==> config.mk <==
export PLATFORM = sky130hd
export DESIGN_NAME = grid_cursor_ctrl
export DESIGN_NICKNAME = d
export VERILOG_FILES = /design/src/rtl/grid_cursor_ctrl.sv
export SDC_FILE = /design/constraint.sdc
export NUM_CORES = 1
export LEC_CHECK = 0
export ABC_CLOCK_PERIOD_IN_PS = 7600
export BUFFER_PORTS_ARGS = -buffer_cell sky130_fd_sc_hd__buf_4
export CORE_MARGIN = 2
export CORE_UTILIZATION = 55
export DETAILED_ROUTE_END_ITERATION = 7
export PLACE_DENSITY = 0.71
export SETUP_SLACK_MARGIN = 0.4
export SLEW_MARGIN = 30
export SYNTH_ARGS = -nofsm -noshare
export SYNTH_HDL_FRONTEND = slang
export SYNTH_SLANG_ARGS = --single-unit
==> constraint.sdc <==
create_clock -name clk -period 7.6 [get_ports clk]
set_clock_uncertainty 0.15 [all_clocks]
set_input_delay 0.38 -clock clk [delete_from_list [all_inputs] [get_ports clk]]
set_output_delay 0.38 -clock clk [all_outputs]
set_load 0.02 [all_outputs]
==> src/rtl/grid_cursor_ctrl.sv <==
// rtl/grid_cursor_ctrl.sv - grid cursor controller with debounced buttons and hold-to-repeat
// Six raw buttons are synchronised and debounced; four drive repeat FSMs that step the cursor.
module grid_cursor_ctrl #(
  parameter int COLS            = 8,
  parameter int ROWS            = 8,
  parameter int X_W             = $clog2(COLS),
  parameter int Y_W             = $clog2(ROWS),
  parameter int DEBOUNCE_CYCLES = 500000,
  parameter int REPEAT_DELAY    = 25000000,
  parameter int REPEAT_RATE     = 5000000,
  parameter int WRAP            = 0
) (
  input  logic           clk,
  input  logic           rst,
  input  logic           arriba,
  input  logic           abajo,
  input  logic           izquierda,
  input  logic           derecha,
  input  logic           mostrar,
  input  logic           mostrar_flag,
  output logic [X_W-1:0] x_select,
  output logic [Y_W-1:0] y_select,
  output logic           move_pulse,
  output logic           reveal_pulse,
  output logic           flag_pulse
);

  localparam int NCH  = 6;
  localparam int NDIR = 4;
  localparam int CH_ARRIBA    = 0;
  localparam int CH_ABAJO     = 1;
  localparam int CH_IZQUIERDA = 2;
  localparam int CH_DERECHA   = 3;
  localparam int CH_MOSTRAR   = 4;
  localparam int CH_FLAG      = 5;

  localparam int DB_W = $clog2(DEBOUNCE_CYCLES + 1);
  localparam int RMAX = (REPEAT_DELAY > REPEAT_RATE) ? REPEAT_DELAY : REPEAT_RATE;
  localparam int RC_W = (RMAX > 1) ? $clog2(RMAX) : 1;

  localparam logic [DB_W-1:0] DB_LAST    = DB_W'(DEBOUNCE_CYCLES);
  localparam logic [RC_W-1:0] DELAY_LAST = RC_W'((REPEAT_DELAY > 0) ? REPEAT_DELAY - 1 : 0);
  localparam logic [RC_W-1:0] RATE_LAST  = RC_W'(REPEAT_RATE - 1);
  localparam bit              REPEAT_EN  = (REPEAT_DELAY != 0);
  localparam bit              WRAP_EN    = (WRAP != 0);

  localparam logic [X_W-1:0] X_MAX = X_W'(COLS - 1);
  localparam logic [Y_W-1:0] Y_MAX = Y_W'(ROWS - 1);

  logic [NCH-1:0]  raw;
  logic [NCH-1:0]  sync_a;
  logic [NCH-1:0]  sync_b;
  logic [NCH-1:0]  deb;
  logic [1:0]      btn_q;
  logic [DB_W-1:0] db_cnt [NCH];

  assign raw = {mostrar_flag, mostrar, derecha, izquierda, abajo, arriba};

  // The debounced level only flips after the synchronised level has disagreed long enough;
  // any agreeing cycle restarts the count.
  always_ff @(posedge clk or posedge rst) begin
    if (rst) begin
      sync_a <= '0;
      sync_b <= '0;
      deb    <= '0;
      btn_q  <= '0;
      for (int i = 0; i < NCH; i++) db_cnt[i] <= '0;
    end else begin
      sync_a <= raw;
      sync_b <= sync_a;
      btn_q  <= deb[CH_FLAG:CH_MOSTRAR];
      for (int i = 0; i < NCH; i++) begin
        if (sync_b[i] == deb[i]) begin
          db_cnt[i] <= '0;
        end else if (db_cnt[i] == DB_LAST) begin
          deb[i]    <= ~deb[i];
          db_cnt[i] <= '0;
        end else begin
          db_cnt[i] <= db_cnt[i] + DB_W'(1);
        end
      end
    end
  end

  typedef enum logic [1:0] {
    RP_IDLE,
    RP_DELAY,
    RP_REPEAT
  } rep_state_t;

  rep_state_t      rep_state [NDIR];
  logic [RC_W-1:0] rep_cnt   [NDIR];
  logic [NDIR-1:0] step;

  always_comb begin
    step = '0;
    for (int i = 0; i < NDIR; i++) begin
      case (rep_state[i])
        RP_IDLE:   step[i] = deb[i];
        RP_DELAY:  step[i] = deb[i] && REPEAT_EN && (rep_cnt[i] == DELAY_LAST);
        RP_REPEAT: step[i] = deb[i] && (rep_cnt[i] == RATE_LAST);
        default:   step[i] = 1'b0;
      endcase
    end
  end

  // IDLE is only ever occupied while the debounced level is low, so IDLE with d high is a press.
  always_ff @(posedge clk or posedge rst) begin
    if (rst) begin
      for (int i = 0; i < NDIR; i++) begin
        rep_state[i] <= RP_IDLE;
        rep_cnt[i]   <= '0;
      end
    end else begin
      for (int i = 0; i < NDIR; i++) begin
        if (!deb[i]) begin
          rep_state[i] <= RP_IDLE;
          rep_cnt[i]   <= '0;
        end else begin
          case (rep_state[i])
            RP_IDLE: begin
              rep_state[i] <= RP_DELAY;
              rep_cnt[i]   <= '0;
            end
            RP_DELAY: begin
              if (REPEAT_EN) begin
                if (rep_cnt[i] == DELAY_LAST) begin
                  rep_state[i] <= RP_REPEAT;
                  rep_cnt[i]   <= '0;
                end else begin
                  rep_cnt[i] <= rep_cnt[i] + RC_W'(1);
                end
              end
            end
            RP_REPEAT: begin
              if (rep_cnt[i] == RATE_LAST) rep_cnt[i] <= '0;
              else                         rep_cnt[i] <= rep_cnt[i] + RC_W'(1);
            end
            default: begin
              rep_state[i] <= RP_IDLE;
              rep_cnt[i]   <= '0;
            end
          endcase
        end
      end
    end
  end

  // Opposing requests on one axis cancel; the two axes are independent.
  logic           x_inc;
  logic           x_dec;
  logic           y_inc;
  logic           y_dec;
  logic [X_W-1:0] x_next;
  logic [Y_W-1:0] y_next;

  assign x_inc = step[CH_DERECHA]   & ~step[CH_IZQUIERDA];
  assign x_dec = step[CH_IZQUIERDA] & ~step[CH_DERECHA];
  assign y_inc = step[CH_ABAJO]     & ~step[CH_ARRIBA];
  assign y_dec = step[CH_ARRIBA]    & ~step[CH_ABAJO];

  always_comb begin
    x_next = x_select;
    if (x_inc) begin
      if (x_select == X_MAX) x_next = WRAP_EN ? '0 : X_MAX;
      else                   x_next = x_select + X_W'(1);
    end else if (x_dec) begin
      if (x_select == '0) x_next = WRAP_EN ? X_MAX : '0;
      else                x_next = x_select - X_W'(1);
    end
  end

  always_comb begin
    y_next = y_select;
    if (y_inc) begin
      if (y_select == Y_MAX) y_next = WRAP_EN ? '0 : Y_MAX;
      else                   y_next = y_select + Y_W'(1);
    end else if (y_dec) begin
      if (y_select == '0) y_next = WRAP_EN ? Y_MAX : '0;
      else                y_next = y_select - Y_W'(1);
    end
  end

  always_ff @(posedge clk or posedge rst) begin
    if (rst) begin
      x_select     <= '0;
      y_select     <= '0;
      move_pulse   <= 1'b0;
      reveal_pulse <= 1'b0;
      flag_pulse   <= 1'b0;
    end else begin
      x_select     <= x_next;
      y_select     <= y_next;
      move_pulse   <= (x_next != x_select) || (y_next != y_select);
      reveal_pulse <= deb[CH_MOSTRAR] & ~btn_q[0];
      flag_pulse   <= deb[CH_FLAG]    & ~btn_q[1];
    end
  end

endmodule

Word level (Yosys, flattened, before mapping)
Cells that the tools add are included.

storage, ports and cells
  output and inout bits = 9
  register bits = 251
  bits of input ports = 8

operators by class
  equal/unequal tests = 40
  add/subtract/negate cells = 14
  bitwise operators = 24
  muxes and demuxes = 52
  reductions and logical operators = 25

operator list
  kind                   count
  $mux 25                12
  $mux 19                12
  $pmux 25 s2            4
  $add 19x1->19 const B  6
  $eq 19x19->1 const B   6
  $add 25x1->25 const B  4
  $eq 25x23->1 const B   4
  $eq 25x25->1 const B   4
  $mux 3                 8
  $pmux 2 s3             4
  $reduce_and 2->1       10
  $not 1->1              18
  $mux 2                 8
  $ne 3x3->1 const B     4
  $pmux 1 s3             4
  $eq 2x1->1 const B     4
  $eq 2x2->1 const B     4
  $logic_and 1x1->1      8
  $logic_not 2->1        4
  $ne 2x2->1 const B     4
  $add 3x1->3 const B    2
  $and 1x1->1            6
  $eq 1x1->1             6
  $eq 3x3->1 const B     2
  other kinds (4)        7

Longest topological paths before layout
  depth in word-level cells = 9
  depth in mapped cells = 10
  depth with buffers taken out = 9

Least setup slack after synthesis
Ideal clock, no wire load.

  kind = reg-to-reg
  from = register rep_cnt[60] in the netlist's numbering
  to = register move_pulse
  data required time = 7.314 ns
  clock period less this slack = 2.395 ns
  cell stages (with the launch flop) = 9
  library setup time = 0.136 ns
  data arrival time = 2.109 ns
  slack = 5.205 ns
  path through = dfrtp_1 nor4_2 nand3_1 or3_1 or4_4 nand3_1 a41oi_1 nor4_2 nand4_1

between the ends
  cells in the longest elaborated chain, start to end = 9
  elaborated cells on any way between the ends = 12
  classes of those cells = eq/ne: 3; mux: 3; bitwise: 3; reduce/logical: 3

ends and longest elaborated chain
  item                                                 RTL line  text
  start, declared                                      92        logic [RC_W-1:0] rep_cnt [NDIR];
  start signal, assigned by index                      131       rep_cnt[i] <= rep_cnt[i] + RC_W'(1);
  start signal, assigned by index                      137       else rep_cnt[i] <= rep_cnt[i] + RC_W'(1);
  $eq 25x23->1 / $eq 25x25->1 (equally long branches)  101, 100
  $logic_and 1x1->1, on equally long branches          101, 100
  $pmux 1 s3 (*)                                       98        case (rep_state[i])
  $not 1->1                                            160       assign y_dec = step[CH_ARRIBA] & ~step[CH_ABAJO];
  $and 1x1->1                                          160
  $mux 3                                               178       end else if (y_dec) begin
  $mux 3 (*)                                           175       if (y_inc) begin
  $ne 3x3->1 (*)                                       194       move_pulse <= (x_next != x_select) || (y_next != y_select);
  $logic_or 1x1->1 (*)                                 194
  end signal, assigned                                 194
  end, declared                                        23        output logic move_pulse,

Every way passes the cells marked *; elsewhere a longest branch is shown, timed or not.
A chain may end at the register's enable or synchronous reset.

Final worst setup path
Same ends and word-level chain as after synthesis.

==> metrics.cfg <==
[floorplanning]
initial_utilization_pct=55.5
dieArea_sq_um=23900
die_h_microns=154
core_area_sq_um=22400
die_w_microns=154
row_count=55
io_pins=17

[worst_setup_path]
r2r_start=rep_cnt[60]
reg2reg_to=move_pulse
crit_required_ps=7850
crit_arrival_ps=2870
path_class=flop to flop
crit_path_end_kind=flop
critPathLaunchType=flop
r2r_slack_ps=4980
reg2regPathDepth=8
critPathMaxFanout=6

[route]
drt_wl_total_microns=21600
ant_nets=0
routedWlPerCell_microns=13.4
dr.first_iter.drc_count=394
drtPass1Iterations=4
via_per_inst=5.33
drc=0
vias=8555

[global_routing]
grt_remaining_overflow=0
grt_antenna_before_repair=0
grt_pass1_vias=8486
grt_first_pass_wirelength_microns=38600
grt_usage_pct=18.9
grt_max_degree=67

[clock_network]
clk_latency_ps=530
path_clk_slew_ps=60
cts_tree=done
post_cts_buffers=0
cts_made_buffers=27
cts-root-buf=clkbuf_16
htree_levels=1
cts_buffer_depth=3
cts_sinks=251

[place]
io_buffers=16
pre_cts_ws_ps=5000
dp_hpwl_microns=14000
routabilityCongestion=0.813

[timing]
hold_violations=0
whs_ps=196
grt_setup_unrepaired=no
tightest_slew_ps=822
relSlewSlack_pct=45.2
setup_viol=0
setup_tns_ps=0
fin_crit_ps=2620
finalMaxSlewViolations=0
fmax_mhz=381
min_period_over_period_pct=34.5
setup_ws_ps=4980

[synthesis]
ys.flop_type=dfrtp_1
synth-xor-area-share_pct=13.4
yosys.area.top_type_share_pct=50.4
synth_cell_types=48
synth_compound_area_share_pct=2.75
synth_common_cells=251 x dfrtp_1, 251 x nor2_1, 116 x xor2_1, 96 x nand3_1, 94 x nand2_1
syn_avg_cell_area_sq_um=9.78
synthSimpleGateAreaFrac_pct=25.0
synthTopCellsByArea=dfrtp_1 50%, xor2_1 8.2%, nor2_1 7.6%, xnor2_1 5.2%, ha_1 4.4%
ys_ff_latch=251
synthCells=1273
syn_area_sq_um=12500
synth_top_family_by_area=simple AND/OR/NAND/NOR gates
synth_top_area_cell=dfrtp_1
ys_warn_count=0
syn_nets=1325
ys_async_sr_fraction_pct=100
seq_area_frac_synth_pct=50.4
synth_fa_ha_area_share_pct=4.42
muxShareOfSynthArea_pct=1.71
synth_edf_count=0

[finish]
layout.nets=1353
drive_gt1_share_pct=7.34
fin_util_pct=62.3
area_growth_pct=12.2
antenna_cells=0

[min_path]
holdPathStages=0
holdPathEnd=sync_b[5]
min-delay-start=sync_a[5]
min_path_type=flop to flop

[power]
power_density_nw_per_um2=208
ir_drop_v=0.000186
leakage_nw=6.03

[run_status]
status=complete, no violations

[job]
max_cap_violations=0

## layout by cell type, fill, tap and decap left out, types with 24 or more instances in the layout
| master | synthesis | final |
|---|---|---|
| dfrtp_1 | 251 | 251 |
| clkbuf_16 | 0 | 27 |
| xnor2_1 | 74 | 74 |
| o21ai_0 | 24 | 24 |
| nand4_1 | 32 | 32 |
| ha_1 | 44 | 44 |
| nand2_1 | 94 | 94 |
| and3_1 | 40 | 40 |
| nand3_1 | 96 | 94 |
| nor2_1 | 251 | 251 |
| xor2_1 | 116 | 116 |
| inv_1 | 47 | 46 |
## stage by stage
stage                     instances  total power [mW]  cell area (sq um)
after floorplan                1273              1.43              12500
after CTS                      1605              2.95              13900
after global routing           1606              3.01              14000
after global placement         1549              1.44              12900
after detailed placement       1549              1.45              12900
final                          1606              2.91              14000
## registers in the layout, indices dropped and copies added, names as in the netlist
| register | flops |
|---|---|
| rep_state | 8 |
| x_select | 3 |
| flag_pulse | 1 |
| sync_b | 6 |
| reveal_pulse | 1 |
| sync_a | 6 |
| btn_q | 2 |
| db_cnt | 114 |
| move_pulse | 1 |
| rep_cnt | 100 |
| deb | 6 |
| y_select | 3 |
## worst max path at each step
| stage | endpoint | from | slack, ps |
|---|---|---|---|
| after floorplan | btn_q[0] | rst | 3770 |
| after global placement | move_pulse | rep_cnt[91] | 5080 |
| after detailed placement | rep_cnt[35] | rep_cnt[25] | 5000 |
| after CTS | rep_cnt[42] | rep_cnt[25] | 4970 |
| after global routing | move_pulse | rep_cnt[25] | 4770 |
| final | move_pulse | rep_cnt[60] | 4980 |
## routing by layer
metal,up-vias,global-route usage [%],wire (microns)
met5,-,0,0
met4,0,4.63,485
met3,37,2.49,533
met2,69,31.2,10200
met1,4142,26.7,10400
li1,4307,-,-
## report_power, final
part | switching, mW | internal (mW) | total, mW
sequential | 0.0101 | 1.35 | 1.36
clock | 0.531 | 0.957 | 1.49
combinational | 0.0467 | 0.0187 | 0.0653
total | 0.588 | 2.32 | 2.91
## area by class of cell
type / instances / area (sq um)
tap: 285 / 357
multi-input combinational: 946 / 5890
timing repair buffer: 28 / 240
inverter: 47 / 180
fill: 1853 / 8460
sequential: 251 / 6280
clock buffer: 31 / 731
clock inverter: 18 / 294
## worst max-delay path, stage by stage, from the launching register on
cell and delay [ps]:
dfrtp_1 430, nor4_2 270, nand3_1 100, or3_1 420, or4_4 500, nand3_1 250
a41oi_1 100, nor4_2 160, nand4_1 110
## timing repair
item	in CTS	in global routing
endpoints found under the hold margin	43	0
hold buffers	7	0
resized for setup	0	0
## logic make-up (layout without fill, tap and decap cells)
group           count (synthesis)  after routing
simple gates                  636            636
xor+xnor                      190            190
flops                         251            251
buf+inv                        76            124
fa+ha+maj                      44             44
compound gates                 56             56
mux                            20             20
No activity file was read; power rests on OpenSTA's default activity.
